$ cat src/rtl/sevseg2hex_capture.sv
// rtl/sevseg2hex_capture.sv - seven-segment bus snooper decoding settled glyphs back to hex digits
module sevseg2hex_capture #(
    parameter int DIGITS        = 4,
    parameter int STABLE_CYCLES = 4
) (
    input  logic                  clk,
    input  logic                  rst_n,
    input  logic [DIGITS-1:0]     an,
    input  logic [6:0]            ca,
    output logic [4*DIGITS-1:0]   digits,
    output logic [DIGITS-1:0]     digit_valid,
    output logic                  frame_valid,
    output logic                  invalid_pat,
    output logic                  multi_an
);

    localparam logic [7:0] STABLE = 8'(STABLE_CYCLES);

    typedef enum logic [1:0] {IDLE, SETTLE, HELD} state_t;

    state_t            state, state_n;
    logic [7:0]        cnt, cnt_n;
    logic [DIGITS-1:0] an_q, an_p, seen, seen_hit, sel;
    logic [6:0]        ca_q, ca_p;
    logic              smp_vld;
    logic [3:0]        zero_cnt;
    logic              onehot, multi, same, capture;
    logic [4:0]        dec;

    function automatic logic [4:0] decode(input logic [6:0] seg);
        case (seg)
            7'b0000001: decode = 5'h10;
            7'b1001111: decode = 5'h11;
            7'b0010010: decode = 5'h12;
            7'b0000110: decode = 5'h13;
            7'b1001100: decode = 5'h14;
            7'b0100100: decode = 5'h15;
            7'b0100000: decode = 5'h16;
            7'b0001111: decode = 5'h17;
            7'b0000000: decode = 5'h18;
            7'b0000100: decode = 5'h19;
            7'b0001000: decode = 5'h1A;
            7'b1100000: decode = 5'h1B;
            7'b0110001: decode = 5'h1C;
            7'b1000010: decode = 5'h1D;
            7'b0110000: decode = 5'h1E;
            7'b0111000: decode = 5'h1F;
            default:    decode = 5'h00;
        endcase
    endfunction

    // The all-zero reset sample would look like MULTI; smp_vld makes it read as BLANK instead.
    always_comb begin
        zero_cnt = 4'd0;
        for (int i = 0; i < DIGITS; i++) begin
            if (!an_q[i]) zero_cnt = zero_cnt + 4'd1;
        end
        onehot   = smp_vld && (zero_cnt == 4'd1);
        multi    = smp_vld && (zero_cnt >= 4'd2);
        same     = (an_q == an_p) && (ca_q == ca_p);
        sel      = ~an_q;
        seen_hit = seen | sel;
        dec      = decode(ca_q);
    end

    always_comb begin
        state_n = state;
        cnt_n   = cnt;
        capture = 1'b0;
        if (!onehot) begin
            state_n = IDLE;
            cnt_n   = 8'd0;
        end else if (same && state != IDLE) begin
            if (cnt < STABLE) cnt_n = cnt + 8'd1;
            if (state == SETTLE && cnt_n == STABLE) begin
                capture = 1'b1;
                state_n = HELD;
            end
        end else begin
            state_n = SETTLE;
            cnt_n   = 8'd1;
        end
    end

    always_ff @(posedge clk or negedge rst_n) begin
        if (!rst_n) begin
            state       <= IDLE;
            cnt         <= 8'd0;
            an_q        <= '0;
            ca_q        <= '0;
            an_p        <= '0;
            ca_p        <= '0;
            smp_vld     <= 1'b0;
            seen        <= '0;
            digits      <= '0;
            digit_valid <= '0;
            frame_valid <= 1'b0;
            invalid_pat <= 1'b0;
            multi_an    <= 1'b0;
        end else begin
            state       <= state_n;
            cnt         <= cnt_n;
            an_q        <= an;
            ca_q        <= ca;
            an_p        <= an_q;
            ca_p        <= ca_q;
            smp_vld     <= 1'b1;
            frame_valid <= 1'b0;
            invalid_pat <= 1'b0;
            multi_an    <= multi;
            if (capture) begin
                if (dec[4]) begin
                    for (int i = 0; i < DIGITS; i++) begin
                        if (sel[i]) begin
                            digits[4*i +: 4] <= dec[3:0];
                            digit_valid[i]   <= 1'b1;
                        end
                    end
                    if (&seen_hit) begin
                        frame_valid <= 1'b1;
                        seen        <= '0;
                    end else begin
                        seen        <= seen_hit;
                    end
                end else begin
                    invalid_pat <= 1'b1;
                end
            end
        end
    end

endmodule

$ cat config.mk
export PLATFORM = sky130hd
export DESIGN_NAME = sevseg2hex_capture
export DESIGN_NICKNAME = d
export VERILOG_FILES = /design/src/rtl/sevseg2hex_capture.sv
export SDC_FILE = /design/constraint.sdc
export NUM_CORES = 1
export LEC_CHECK = 0
export CELL_PAD_IN_SITES_DETAIL_PLACEMENT = 0
export CELL_PAD_IN_SITES_GLOBAL_PLACEMENT = 1
export CORE_MARGIN = 8
export CORE_UTILIZATION = 48
export CTS_CLUSTER_DIAMETER = 200
export DETAILED_ROUTE_END_ITERATION = 10
export PLACE_DENSITY = 0.84
export SLEW_MARGIN = 10
export SYNTH_ARGS = -nofsm -noshare
export SYNTH_HDL_FRONTEND = slang
export SYNTH_SLANG_ARGS = --single-unit
export TNS_END_PERCENT = 1
$ cat constraint.sdc
create_clock -name clk -period 7.7 [get_ports clk]
set_clock_uncertainty 0.1 [all_clocks]
set_input_delay 1.155 -clock clk [delete_from_list [all_inputs] [get_ports clk]]
set_output_delay 1.155 -clock clk [all_outputs]
set_load 0.02 [all_outputs]
==> summary.md <==
| Metric | Value |
|---|---|
| Vias in the first global route | 1,918 |
| Maximum clock frequency | 294.9 MHz |
| Layout cells sized above 1 | 12.98% |
| Largest net degree at the start of global routing | 61 |
| Clock power frac | 47.5% |
| Post-Synth XOR/XNOR Area | 5.329% |
| DRC | 0 |
| Power Density | 215.9 nW/um^2 |
| Port Buf Inserts | 35 |
| Die Ht | 92.30 um |
| R2r endpoint | digits[10] |
| Period utilisation layout | 44.04% |
| Clock Latency Late Sink | 0.35 ns |
| Worst min path class | reg -> reg |
| Setup WS pre-CTS | 4.294 ns |
| Synth Area in Simple Gates | 16.30% |
| Worst-margin pin slew | 0.7532 ns |
| Commonest non-fill, non-tap cells in the layout | dfrtp_1 (60), clkdlybuf4s50_1 (34), xnor2_1 (16), mux2_1 (16), nor2_1 (11) |
| Worst Slack Setup Final | 4.309 ns |
| Root buf cell | clkbuf_8 |
| Synth Area in Adders | 1.791% |
| I/O pin count | 36 |
| First-pass GRT wire length | 9742 um |
| Setup Total Neg Slack | 0 ns |
| Post-CTS Resized | 0 |
| Post-synthesis cell area | 2794 sq um |
| Htree depth | 3 |
| DR vias | 1,820 |
| Mean Syn Cell Area | 12.76 sq um |
| Fill count | 467 |
| DR iter-0 viols | 87 |
| Critical path class | reg -> reg |
| Die width | 92.30 um |
| ANT nets after route | 0 |
| CP Data Arrival Time | 3.53 ns |
| Register area share after synthesis | 53.74% |
| Pre-antenna DRT Iters | 4 |
| Commonest non-fill, non-tap cell in the layout | dfrtp_1 |
| Tmin final | 3.391 ns |
| P_sw | 174.0 uW |
| Area of the core | 5574 sq um |
| Worst Setup Start Kind | flop |
| Bufs on Longest Clock Path | 2 |
| Hold Fails Final Rpt | 0 |
| Syn. warnings | 0 |
| RePlAce Congestion | 0.8371 |
| Total power | 737.5 uW |
| Yosys reg bits | 60 |
| GRT overflow | 0 |
| Clock Sinks | 60 |
| Ys async rst share | 100.0% |
| Combinational power share | 7.0% |
| N_diodes | 0 |
| Netlist cell types | 61 |
| Synth Area in Compound Gates | 12.27% |
| Num CTS Buffers | 9 |
| Part of the power in registers | 45.6% |
| Syn_nets | 236 |
| LEAKAGE | 0.001545 uW |
| Dpl hpwl | 3752 um |
| Initial antenna violation count | 0 |
| Gr usage total | 14.63% |
| Worst vdd ir | 0.1492 mV |
| Starting density of the core | 50.12% |
| Reg2reg start | an_q[0] |
| Setup crit end kind | flop |
| WL/cell | 16.76 um |
| Max_cap viols | 0 |
| Worst Setup SP | an_q[0] |
| Max-slew headroom | 49.79% |
| Detailed Route WL | 5598 um |
| CP max FO | 9 |
| Final Net Count | 274 |
| R2r worst-path depth | 10 |
| Total internal power | 563.5 uW |
| Worst endpoint required time | 7.83 ns |
| Largest family of logic cells by synthesized area | simple AND/OR/NAND/NOR gates |
| Unrepaired setup endpoints after global routing | no |
| Post-synth EDFFs | 0 |
| R2R Setup Slk | 4.31 ns |
| Hold Buf Count CTS | 0 |
| CTS tree | yes |
| Clock slew at reported path FFs | 0.08 ns |
| Cells after Synth | 219 |
| Mux cell area share after synthesis | 6.807% |
| Endpoints failing setup | 0 |
| P&R area growth vs syn | 22.26% |
| Final slew viol count | 0 |
| Status | finished, final reports clean |
| # rows | 27 |
| Sw frac | 23.60% |
| Vias per inst | 5.449 |
| Full die area | 8518 sq um |
| Main synth FF type | dfrtp_1 |
| # Post-CTS Setup Buffers | 0 |
| Setup crit end | digits[10] |
[routing by layer]
metal / vias to the layer above / share of wire [%] / global-route usage (%)
met5: - / 0 / 0
met2: 53 / 45 / 20.44
met1: 888 / 47 / 19.21
met3: 12 / 5.6 / 5.408
met4: 0 / 2.3 / 7.919
li1: 867 / - / -
[sequential cells by signal, summed over array words and instances (netlist names)]
register,cells
ca_p,7
digit_valid,4
digits,16
seen,4
multi_an,1
invalid_pat,1
state,2
cnt,8
smp_vld,1
frame_valid,1
an_q,4
an_p,4
ca_q,7
[final cells by class]
type                       instances  area [sq um]  share of cell area (%)
multi-input combinational        141          1191                   34.87
tap                               72         90.09                   2.637
sequential                        60          1501                   43.96
inverter                           9         33.78                  0.9890
clock inverter                     7         122.6                   3.590
timing repair buffer              36         352.8                   10.33
clock buffer                       9         123.9                   3.626
[how the worst min path moves through the flow]
stage	from	to	depth (start not counted)	slack, ns
3_3_place_gp	digit_valid[3]	digit_valid[3]	1	0.35
4_1_cts	digit_valid[2]	digit_valid[2]	1	0.37
5_1_grt	digits[14]	digits[14]	1	0.40
3_5_place_dp	digit_valid[2]	digit_valid[2]	1	0.35
2_1_floorplan	an_q[2]	an_p[2]	0	0.25
6_report	digit_valid[2]	digit_valid[2]	1	0.37
[stage by stage]
stage                     utilization, %  area (sq um)  instances  hold WS [ns]
final                              61.28          3416        334        0.3701
after global routing               61.28          3416        334        0.4030
after CTS                          61.28          3416        334        0.3712
after detailed placement           56.86          3169        318        0.3507
after global placement             56.86          3169        318        0.3492
after floorplan                        -          2794        219        0.2487
[cells by family (layout without fill, tap and decap cells)]
logic type | after synthesis | after routing
other | 1 | 1
DFF | 60 | 60
adders and majority gates | 4 | 4
muxes | 17 | 17
and+or+nand+nor | 62 | 62
xor gates and xnor gates | 17 | 17
buffers and inverters | 18 | 61
AOI/OAI and AO/OA | 40 | 40
[worst max-delay path, cell delays in order (launching register included)]
cell	delay [ns]
dfrtp_1	0.49
inv_1	0.11
ha_1	0.36
xnor2_1	0.15
ha_1	0.29
or2_1	0.24
o221ai_1	0.18
o2111a_1	0.37
nand3_4	0.21
nor3_4	0.40
mux2_1	0.37
[synthesized netlist by cell type (4+ instances only)]
master	instances	area share [%]
nor3_1	4	0.72
inv_1	9	1.2
or2_1	5	1.1
o21a_1	6	1.6
mux2_1	16	6.4
dfrtp_1	60	54
xnor2_1	16	5.0
nor3_4	4	2.3
nand4_1	4	0.90
ha_1	4	1.8
and3_1	5	1.1
nor2_1	11	1.5
nand2_1	4	0.54
o22ai_1	4	0.90
[power by group through the flow]
stage | clock network (uW) | registers, uW | logic (uW)
detailed placement | 0 | 342 | 51.8
finish | 350 | 336 | 51.4
CTS | 359 | 336 | 52.2
global placement | 0 | 342 | 51.2
global route | 372 | 338 | 57.6
floorplan | 0 | 335 | 39.6
No activity file was read; power rests on OpenSTA's default activity.
